### config.mk
export PLATFORM = sky130hd
export DESIGN_NAME = calc_sequencer
export DESIGN_NICKNAME = d
export VERILOG_FILES = /design/src/rtl/calc_sequencer.sv
export SDC_FILE = /design/constraint.sdc
export NUM_CORES = 1
export LEC_CHECK = 0
export CAP_MARGIN = 20
export CORE_UTILIZATION = 30
export DETAILED_ROUTE_END_ITERATION = 8
export HOLD_SLACK_MARGIN = 0.08
export PLACE_DENSITY = 0.51
export SLEW_MARGIN = 20
export SYNTH_ARGS = -nofsm -noshare
export SYNTH_HDL_FRONTEND = slang
export SYNTH_SLANG_ARGS = --single-unit
### constraint.sdc
create_clock -name clock_50m -period 8.19 [get_ports clock_50m]
set_input_delay 1.638 -clock clock_50m [delete_from_list [all_inputs] [get_ports clock_50m]]
set_output_delay 1.638 -clock clock_50m [all_outputs]
set_load 0.1 [all_outputs]
### src/rtl/calc_sequencer.sv
// calc_sequencer: multi-cycle signed arithmetic sequencer for the keypad calculator.
// Add/sub in one step; mul/div/mod share one iterative shift-add/subtract datapath.
module calc_sequencer #(
    parameter int          ITER     = 32,
    parameter int          MAX_POS  = 999999,
    parameter int          MIN_NEG  = -99999,
    parameter logic [31:0] ERR_CODE = 32'h00EE_0000
) (
    input  logic               clock_50m,
    input  logic               rst,
    input  logic               start,
    input  logic signed [31:0] operand1,
    input  logic signed [31:0] operand2,
    input  logic [2:0]         operator,
    output logic               busy,
    output logic               done,
    output logic signed [31:0] ans,
    output logic               err
);

    localparam logic [2:0] S_IDLE  = 3'd0;
    localparam logic [2:0] S_LOAD  = 3'd1;
    localparam logic [2:0] S_EXEC  = 3'd2;
    localparam logic [2:0] S_CHECK = 3'd3;
    localparam logic [2:0] S_DONE  = 3'd4;

    localparam logic [2:0] OP_MUL = 3'd1;
    localparam logic [2:0] OP_DIV = 3'd2;
    localparam logic [2:0] OP_ADD = 3'd3;
    localparam logic [2:0] OP_SUB = 3'd4;
    localparam logic [2:0] OP_MOD = 3'd5;

    localparam logic signed [63:0] L_MAX = 64'(MAX_POS);
    localparam logic signed [63:0] L_MIN = 64'(MIN_NEG);
    localparam logic [5:0]         L_END = 6'(ITER - 1);

    logic [2:0]         r_state;
    logic signed [31:0] r_op1;
    logic signed [31:0] r_op2;
    logic [2:0]         r_opc;
    logic [31:0]        r_b;
    logic [31:0]        r_hi;
    logic [31:0]        r_lo;
    logic [5:0]         r_cnt;
    logic               r_bad;
    logic               r_busy;
    logic               r_done;
    logic signed [31:0] r_ans;
    logic               r_err;

    logic [31:0]        w_mag1;
    logic [31:0]        w_mag2;
    logic               w_inv;
    logic               w_dz;
    logic               w_mul;
    logic               w_addsub;
    logic signed [32:0] w_sum33;
    logic [33:0]        w_x;
    logic [33:0]        w_y;
    logic [33:0]        w_alu;
    logic [31:0]        w_mag;
    logic               w_neg;
    logic signed [63:0] w_ext;
    logic signed [63:0] w_val;
    logic               w_ovf;
    logic               w_bad;

    assign w_mag1   = r_op1[31] ? -r_op1 : r_op1;
    assign w_mag2   = r_op2[31] ? -r_op2 : r_op2;
    assign w_inv    = (r_opc == 3'd0) || (r_opc > OP_MOD);
    assign w_dz     = ((r_opc == OP_DIV) || (r_opc == OP_MOD)) && (r_op2 == 32'sd0);
    assign w_mul    = (r_opc == OP_MUL);
    assign w_addsub = (r_opc == OP_ADD) || (r_opc == OP_SUB);
    assign w_sum33  = (r_opc == OP_ADD)
                    ? {r_op1[31], r_op1} + {r_op2[31], r_op2}
                    : {r_op1[31], r_op1} - {r_op2[31], r_op2};

    // Shared adder: mul adds multiplicand, div adds ~divisor+1 (carry-in)
    assign w_x   = w_mul ? {2'b00, r_hi} : {1'b0, r_hi, r_lo[31]};
    assign w_y   = w_mul ? (r_lo[0] ? {2'b00, r_b} : 34'd0) : ~{2'b00, r_b};
    assign w_alu = w_x + w_y + {33'd0, ~w_mul};

    always_comb begin
        w_mag = r_lo;
        w_neg = 1'b0;
        w_ovf = 1'b0;
        case (r_opc)
            OP_MUL: begin
                w_ovf = |r_hi;
                w_neg = r_op1[31] ^ r_op2[31];
            end
            OP_DIV: w_neg = r_op1[31] ^ r_op2[31];
            OP_MOD: begin
                w_mag = r_hi;
                w_neg = r_op1[31];
            end
            default: ;
        endcase
    end

    assign w_ext = {32'd0, w_mag};
    assign w_val = w_addsub ? $signed({r_hi, r_lo})
                 : (w_neg ? -w_ext : w_ext);
    assign w_bad = r_bad || w_ovf || (w_val > L_MAX) || (w_val < L_MIN);

    always_ff @(posedge clock_50m or negedge rst) begin
        if (!rst) begin
            r_state <= S_IDLE;
            r_op1   <= '0;
            r_op2   <= '0;
            r_opc   <= '0;
            r_b     <= '0;
            r_hi    <= '0;
            r_lo    <= '0;
            r_cnt   <= '0;
            r_bad   <= 1'b0;
            r_busy  <= 1'b0;
            r_done  <= 1'b0;
            r_ans   <= '0;
            r_err   <= 1'b0;
        end else begin
            case (r_state)
                S_IDLE: begin
                    if (start) begin
                        r_op1   <= operand1;
                        r_op2   <= operand2;
                        r_opc   <= operator;
                        r_busy  <= 1'b1;
                        r_state <= S_LOAD;
                    end
                end
                S_LOAD: begin
                    r_hi    <= '0;
                    r_lo    <= w_mag1;
                    r_b     <= w_mag2;
                    r_cnt   <= '0;
                    r_bad   <= w_inv || w_dz;
                    r_state <= (w_inv || w_dz) ? S_CHECK : S_EXEC;
                end
                S_EXEC: begin
                    if (w_addsub) begin
                        {r_hi, r_lo} <= {{31{w_sum33[32]}}, w_sum33};
                        r_state      <= S_CHECK;
                    end else begin
                        if (w_mul) begin
                            r_hi <= w_alu[32:1];
                            r_lo <= {w_alu[0], r_lo[31:1]};
                        end else begin
                            r_hi <= w_alu[33] ? {r_hi[30:0], r_lo[31]} : w_alu[31:0];
                            r_lo <= {r_lo[30:0], ~w_alu[33]};
                        end
                        r_cnt <= r_cnt + 6'd1;
                        if (r_cnt == L_END) r_state <= S_CHECK;
                    end
                end
                S_CHECK: begin
                    r_ans   <= w_bad ? ERR_CODE : w_val[31:0];
                    r_err   <= w_bad;
                    r_done  <= 1'b1;
                    r_state <= S_DONE;
                end
                S_DONE: begin
                    r_done  <= 1'b0;
                    r_busy  <= 1'b0;
                    r_state <= S_IDLE;
                end
                default: r_state <= S_IDLE;
            endcase
        end
    end

    assign busy = r_busy;
    assign done = r_done;
    assign ans  = r_ans;
    assign err  = r_err;

endmodule

Word-level counts from Yosys, hierarchy flattened
Cells that the tools add are included.

cells by class
  add/subtract/negate cells = 8
  order comparisons = 3
  equality and inequality tests = 13
  multiplexer cells = 29
  bitwise gates (word level) = 4
  reductions and logical operators = 20

operator list
  operator                                                                         number
  32-bit two-way mux                                                               10
  64-bit two-way mux                                                               2
  32-bit case mux with 2 select lines                                              2
  33-bit two-way mux                                                               2
  64-bit by 21-bit > comparator with 1-bit output (second input constant)          1
  64-bit by 18-bit less-than comparator with 1-bit output (second input constant)  1
  32-bit negation                                                                  2
  32-bit negation with 64-bit output                                               1
  33-bit by 34-bit adder with 34-bit output                                        1
  34-bit by 1-bit adder with 34-bit output                                         1
  34-bit two-way mux                                                               1
  32-bit inverter with 34-bit output                                               1
  32-bit by 32-bit adder with 33-bit output                                        1
  32-bit by 32-bit subtractor with 33-bit output                                   1
  32-bit logical NOT                                                               1
  32-bit OR reduction                                                              1
  3-bit by 2-bit equality test with 1-bit output (second input constant)           4
  3-bit case mux with 4 select lines                                               1
  6-bit case mux with 2 select lines                                               1
  3-bit equality test (second input constant)                                      3
  3-bit two-way mux                                                                3
  2-bit AND reduction                                                              4
  1-bit logical OR                                                                 7
  6-bit by 1-bit adder with 6-bit output (second input constant)                   1
  other kinds (14)                                                                 24

storage, ports and cells
  register bits after elaboration = 208
  input bits = 70
  logic and storage cells = 90

Logic depth before layout (Yosys ltp)
Gate-level depths: netlist of the first run.

  depth in word-level cells = 9
  depth in mapped cells = 22
  gate-level depth less buffers = 19

Worst setup path after synthesis of the first run
OpenSTA, ideal clock, no wires.

  path type = reg-to-reg
  start = register r_opc[0]
  end = register r_hi[29]
  library setup time = 0.142 ns
  arrival = 4.948 ns
  data required time = 8.048 ns
  setup slack = 3.099 ns
  cell stages (with the launch flop) = 22
  path buffers = 5
  clock period less this slack = 5.091 ns
  cell sequence = dfrtp_1 clkbuf_1 clkinv_1 nor3_1 clkinv_1 clkbuf_1 buf_1 clkbuf_1 nand2_1 nand2_1 fa_1 a211oi_1 o21ai_0 o211ai_1 a21oi_1 o21a_1 nor2_1 o211ai_1 clkbuf_1 and3_1 a311oi_1 o221ai_1

on the way
  word-level cells in the longest chain between the ends = 8
  elaborated cells between the ends (all ways) = 14

ends and longest elaborated chain
  what                                                             RTL line  text
  start, declared                                                  40        logic [2:0] r_opc;
  start signal, assigned                                           127       r_opc <= operator;
  3-bit by 1-bit equality test with 1-bit output                   72        assign w_mul = (r_opc == OP_MUL);
  33-bit two-way mux / 34-bit two-way mux (equally long branches)  79, 80
  33-bit by 34-bit adder with 34-bit output                        81        assign w_alu = w_x + w_y + {33'd0, ~w_mul};
  34-bit by 1-bit adder with 34-bit output                         81
  32-bit two-way mux                                               149       r_hi <= w_alu[33] ? {r_hi[30:0], r_lo[31]} : w_alu[31:0];
  32-bit two-way mux                                               145       if (w_mul) begin
  32-bit two-way mux *                                             141       if (w_addsub) begin
  32-bit case mux with 2 select lines *                            122       case (r_state)
  end signal, assigned                                             142       {r_hi, r_lo} <= {{31{w_sum33[32]}}, w_sum33};
  end signal, assigned                                             146       r_hi <= w_alu[32:1];
  end signal, assigned                                             149
  end, declared                                                    42        logic [31:0] r_hi;

Every way passes the cells marked *; elsewhere a longest branch is shown, timed or not.
A chain may end at the register's enable or synchronous reset.

Final worst setup path of the first run
  start = register r_op2[2]
  end = register r_hi[7]

on the way
  word-level cells in the longest chain between the ends = 4
  elaborated cells between the ends (all ways) = 5

ends and longest elaborated chain
  what                                                                                                                RTL line  text
  start, declared                                                                                                     39        logic signed [31:0] r_op2;
  start signal, assigned                                                                                              126       r_op2 <= operand2;
  32-bit by 32-bit subtractor with 33-bit output / 32-bit by 32-bit adder with 33-bit output (equally long branches)  76, 75
  33-bit two-way mux *                                                                                                75        ? {r_op1[31], r_op1} + {r_op2[31], r_op2}
  32-bit two-way mux *                                                                                                141
  32-bit case mux with 2 select lines *                                                                               122

Marked as above.

==> impl_results.md, run 1 <==
* Unrepaired setup endpoints after global routing: no
* Post-DR vias/cell at 5.53
* Initial core utilization at 30.3%
* I/O pin cnt at 105
* Drt wl/cell at 20.5 um
* Post-synth top area cell: dfrtp_1
* Synth Area in Compound Gates at 22.9%
* Peak fanout along the critical path at 24
* Nets at 2230
* Clock Tree Buf Depth at 3
* Multiplexer share of the synthesized area at 7.89%
* Hold slack at 0.476 ns
* Yosys reg bits at 208
* Number of clock sinks at 208
* Routability cong. at 0.906
* Port buffer count at 104
* Tcrit/Tclk final at 77.8%
* Sequential element share of the synthesized area at 30.4%
* Die width at 241 um
* Post-synth cell types at 87
* Setup bufs post-CTS at 0
* Post-synth top flop: dfrtp_1
* Post-Synthesis Cells at 2087
* Max_slew headroom at 22.3%
* Mapped cell area at 17100 um^2
* Arr. time, crit path at 6.85 ns
* Post-Synth Adder-Cell Area at 5.47%
* CTS Root Cell: clkbuf_16
* Final Critical Period at 6.37 ns
* Largest net degree at the start of global routing at 107
* Synth warn at 0
* Cell Rows at 87
* Worst Setup End Kind: flip-flop
* H-tree levels at 1
* Ys async rst share at 100%
* Initial antenna violation count at 0
* Area share of the largest cell type after synthesis at 30.4%
* Final HPWL DP at 43.8 mm
* Critical Path Start Type: flip-flop
* Remaining Overflow, GRT at 0
* Core area at 56400 um^2
* Routed Wire Length at 58.7 mm
* First-pass iteration count of the detailed router at 5
* Vias in the first global route at 15.1k
* Max Freq at 157 MHz
* Syn Area/Cell at 8.20 um^2
* WS Path Type: reg -> reg
* Dpl ws at 1.98 ns
* Slew Viols, Final at 0
* Placed Area at 18700 um^2
* Hold Buf Count CTS at 0
* Clock latency on the worst-skew pair at 0.58 ns
* CTS tree: yes
* GRT Overall Usage at 20.1%
* Die Y-Extent at 241 um
* Post-synthesis simple-gate area fraction at 20.4%
* Largest family of logic cells by synthesized area: compound AO/OA/AOI/OAI gates
* Synth area leaders: dfrtp_1 30%, nand2_1 6.3%, ha_1 5.1%
* Syn nets at 2230
* Residual DRC at 0
* Status: complete, no violations
* EDFF count, synth at 0
* Total negative slack at 0 ns
* Worst hold path type: reg -> reg
* Clk slew on worst S/H paths at 0.06 ns
* Top-count cell post-synth: nand2_1
* First-pass GRT wire length at 90.7 mm
* Maxcap violations at 0
* Slew @ Worst Pin at 1.16 ns
* DR vias at 15.8k
* Area Overhead vs Synth at 14.9%
* Fin area at 19700 um^2
* Final hold vios at 0
* Starting DRC count in detailed routing at 1314
* Ratio of cells with drive above 1 in the final layout at 8.36%
* Post-synth top cells: 286 x nand2_1, 208 x dfrtp_1, 175 x nor2_1
* Slack of the critical path at 1.82 ns
* Post-Synth XOR/XNOR Area at 8.60%
* Diode count at 0
* Post-DRT Antenna Nets at 0
* Clock Skews at 0.0315 ns
* Crit path required time at 8.67 ns
* Setup violations, final at 0
* CTS Buf Count at 27
* Post_cts resized at 0
* Total die area at 58000 um^2
[metrics by stage]
stage	instances	utilization (%)
2_1_floorplan	2087	-
3_3_place_gp	2813	33.1
3_5_place_dp	2814	33.1
4_1_cts	2862	34.9
5_1_grt	2862	34.9
6_report	2862	34.9
[final cells by class]
type	instances	area, um^2
clock buffers	35	776
inverters	26	98.8
fillers	5946	36700
clock inverters	13	206
flip-flops and latches	208	5200
multi-input cells	1697	11200
repair buffers	127	1240
well taps	756	946
[kinds of logic (layout without fill, tap and decap cells)]
group / after synthesis / in the layout
mux: 127 / 127
simple gates: 732 / 732
xor+xnor: 168 / 168
compound gates: 597 / 597
buf+inv: 182 / 201
fa+ha+maj: 73 / 73
flops: 208 / 208
[final timing paths]
kind / startpoint / endpoint / depth (start not counted) / slack [ns]
min in group asynchronous: rst / r_op2[18]$_DFFE_PN0P_ / 1 / 1.12
hold / removal: ans[31]$_DFFE_PN0P_ / ans[31]$_DFFE_PN0P_ / 1 / 0.48
setup / recovery: r_op2[2]$_DFFE_PN0P_ / r_hi[7]$_DFFE_PN0P_ / 18 / 1.82
setup reg to reg: r_op2[2]$_DFFE_PN0P_ / r_hi[7]$_DFFE_PN0P_ / 18 / 1.82
hold reg to reg: ans[31]$_DFFE_PN0P_ / ans[31]$_DFFE_PN0P_ / 1 / 0.48
max in group asynchronous: rst / r_lo[25]$_DFFE_PN0P_ / 2 / 5.58
[cells in the final DEF, fill, tap and decap left out, types with 7 or more instances in the layout]
master,n
a211oi_1,24
a21o_1,31
a21oi_1,174
a221o_1,27
a221oi_1,22
a22o_1,11
a31oi_1,14
and2_1,7
and3_1,20
buf_4,22
clkbuf_16,27
clkbuf_8,7
clkdlybuf4s50_1,103
dfrtp_1,208
ha_1,70
inv_1,24
mux2_2,63
mux2i_1,64
nand2_1,286
nand2b_1,13
nand3_1,27
nand3b_1,13
nand4_1,25
nor2_1,174
nor2b_1,9
nor3_1,45
nor3b_1,8
nor4_1,24
o211ai_1,13
o21a_1,20
o21ai_0,126
o21bai_1,7
o22ai_1,29
o31a_1,7
o31ai_1,30
or2_2,9
or3_1,28
or4_1,10
xnor2_1,97
xor2_1,71
[state kept, by name (all words and copies together) (netlist names)]
name     flops
r_b         32
busy         1
r_op1       32
r_lo        32
r_bad        1
r_cnt        6
r_opc        3
r_state      3
ans         32
r_op2       32
err          1
r_hi        32
done         1
[worst max-delay path, cell delays in order (launching register included)]
cell and delay, ns:
dfrtp_1 0.43, or3_1 0.45, or4_1 0.53, nor4_1 0.52
nand2_1 0.21, or3_1 0.39, nand2_1 0.10, xnor2_1 0.23
ha_1 0.37, nand4_1 0.13, nor2_1 0.06, a211o_1 0.28
a21o_1 0.24, a211oi_2 0.45, o31ai_1 0.21, nand4_1 0.17
nand3_2 0.30, nor2_2 0.98, a221o_1 0.23
[per-layer routing]
metal / vias up / wire length [um] / GRT usage, %
met5: - / 0 / 0
met4: 0 / 1810 / 6.64
met3: 75 / 3120 / 3.31
met2: 418 / 27300 / 33.1
met1: 7721 / 26500 / 26.7
li1: 7607 / - / -
Power of run 1 is not shown: default switching activity piles up to over one toggle a cycle in this logic, so the estimate is an artifact.
==> inputs of run 2 (changes only) <==
--- a/config.mk
+++ b/config.mk
@@ -9,7 +9,7 @@
 export CORE_UTILIZATION = 30
 export DETAILED_ROUTE_END_ITERATION = 8
 export HOLD_SLACK_MARGIN = 0.08
-export PLACE_DENSITY = 0.51
+export PLACE_DENSITY = 0.53
 export SLEW_MARGIN = 20
 export SYNTH_ARGS = -nofsm -noshare
 export SYNTH_HDL_FRONTEND = slang
==> constraint.sdc (replaced) <==
create_clock -name clock_50m -period 5.65 [get_ports clock_50m]
set_input_delay 1.13 -clock clock_50m [delete_from_list [all_inputs] [get_ports clock_50m]]
set_output_delay 1.13 -clock clock_50m [all_outputs]
set_load 0.1 [all_outputs]
==> impl_results.md, run 2 (synthesis results as in run 1) <==
* DR vias at 16.2k
* Max Freq at 186 MHz
* Remaining Overflow, GRT at 0
* Unrepaired setup endpoints after global routing: no
* Worst hold path type: reg -> reg
* Metal-1 WL at 26.5 mm
* Vias in the first global route at 15.4k
* CTS Root Cell: clkbuf_16
* Worst Setup End Kind: flip-flop
* Drt wl/cell at 20.5 um
* Clock Skews at 0.0105 ns
* Cells after DPL at 2829
* Final hold vios at 0
* First-pass GRT wire length at 91.6 mm
* Core area at 56400 um^2
* Final Critical Period at 5.39 ns
* Arr. time, crit path at 5.81 ns
* Setup violations, final at 0
* Cell Rows at 87
* Slack of the critical path at 0.263 ns
* Clock Tree Buf Depth at 3
* H-tree levels at 1
* Diode count at 0
* Port buffer count at 104
* Number of clock sinks at 208
* Hold Buf Count CTS at 0
* Post-DR vias/cell at 5.62
* Critical Path Start Type: flip-flop
* Area Overhead vs Synth at 15.7%
* Routability cong. at 0.919
* Die width at 241 um
* WL met2 at 27.0 mm
* Clock latency on the worst-skew pair at 0.55 ns
* Peak fanout along the critical path at 23
* Crit path required time at 6.07 ns
* CTS Buf Count at 26
* GRT Overall Usage at 20.2%
* Slew @ Worst Pin at 1.13 ns
* Max layer used: met4
* Setup bufs post-CTS at 0
* Starting DRC count in detailed routing at 1415
* Most common cell after layout, fill and taps aside: nand2_1
* Met3 Routed Length at 3.43 mm
* I/O pin cnt at 105
* Residual DRC at 0
* Nets at 2244
* First-pass iteration count of the detailed router at 6
* CTS tree: yes
* Reg2reg setup slack at 0.26 ns
* Ratio of cells with drive above 1 in the final layout at 8.91%
* Fill cells at 5905
* WS Path Type: reg -> reg
* Initial antenna violation count at 2
* Total die area at 58000 um^2
* Status: complete, no violations
* Maxcap violations at 0
* Dpl ws at -0.0208 ns
* Final HPWL DP at 44.6 mm
* Post-DRT Antenna Nets at 0
* Max_slew headroom at 24.6%
* Initial core utilization at 30.3%
* Largest net degree at the start of global routing at 124
* Die Y-Extent at 241 um
* Tcrit/Tclk final at 95.4%
* Slew Viols, Final at 0
* Clk slew on worst S/H paths at 0.06 ns
* Routed Wire Length at 59.0 mm
* Commonest non-fill, non-tap cells in the layout: 286 x nand2_1, 208 x dfrtp_1, 174 x nor2_1, 174 x a21oi_1, 126 x o21ai_0
* Non-Filler Instances at 2877
-- run 2: metrics by stage --
stage | util, % | cell area [um^2] | hold WS, ns | setup TNS [ns]
after floorplan | - | 17100 | 0.469 | 0
after global placement | 33.3 | 18800 | 0.462 | 0
after detailed placement | 33.3 | 18800 | 0.466 | -0.0957
after CTS | 35.1 | 19800 | 0.479 | 0
after global routing | 35.1 | 19800 | 0.502 | 0
final | 35.1 | 19800 | 0.476 | 0
-- run 2: worst max-delay path, stage by stage, from the launching register on --
cell,delay (ns)
dfrtp_1,0.44
or3_1,0.44
or4_1,0.51
nor4_2,0.39
nand2_1,0.23
or3_1,0.38
nand2_1,0.10
xnor2_1,0.12
ha_1,0.30
nand4_1,0.14
nor2_1,0.06
a211o_1,0.28
a21o_1,0.24
a211oi_2,0.46
o31ai_2,0.15
nand3b_1,0.20
and3_1,0.23
buf_4,0.23
a221o_1,0.35
-- run 2: path summary, 6_finish.rpt --
path,from,to,cells past startpoint
hold / removal,err$_DFFE_PN0P_,err$_DFFE_PN0P_,1
min in group asynchronous,rst,r_op2[17]$_DFFE_PN0P_,1
hold reg to reg,err$_DFFE_PN0P_,err$_DFFE_PN0P_,1
setup reg to reg,r_op2[2]$_DFFE_PN0P_,r_hi[3]$_DFFE_PN0P_,18
setup / recovery,r_op2[2]$_DFFE_PN0P_,r_hi[3]$_DFFE_PN0P_,18
max in group asynchronous,rst,ans[24]$_DFFE_PN0P_,2
-- run 2: metal layers --
layer,track usage (%),up-vias
met3,1.90,110
met1,28.2,7835
li1,-,7655
met5,0,-
met2,32.7,556
met4,6.64,0
-- run 2: timing repair --
item | in CTS | in global routing
endpoints found under the hold margin | 0 | 0
pin swaps | 0 | 0
gates resized for setup | 1 | 2
endpoints found under the setup margin | 24 | 30
-- run 2: area by class of cell --
class / instances / area (um^2) / area share (%)
Multi-Input combinational cell: 1697 / 11200 / 56.5
Tap cell: 756 / 946 / 4.78
Inverter: 26 / 98.8 / 0.499
Sequential cell: 208 / 5200 / 26.3
Timing Repair Buffer: 142 / 1360 / 6.85
Clock buffer: 36 / 749 / 3.78
Clock inverter: 12 / 249 / 1.26
Power of run 2 is left out for the same reason.
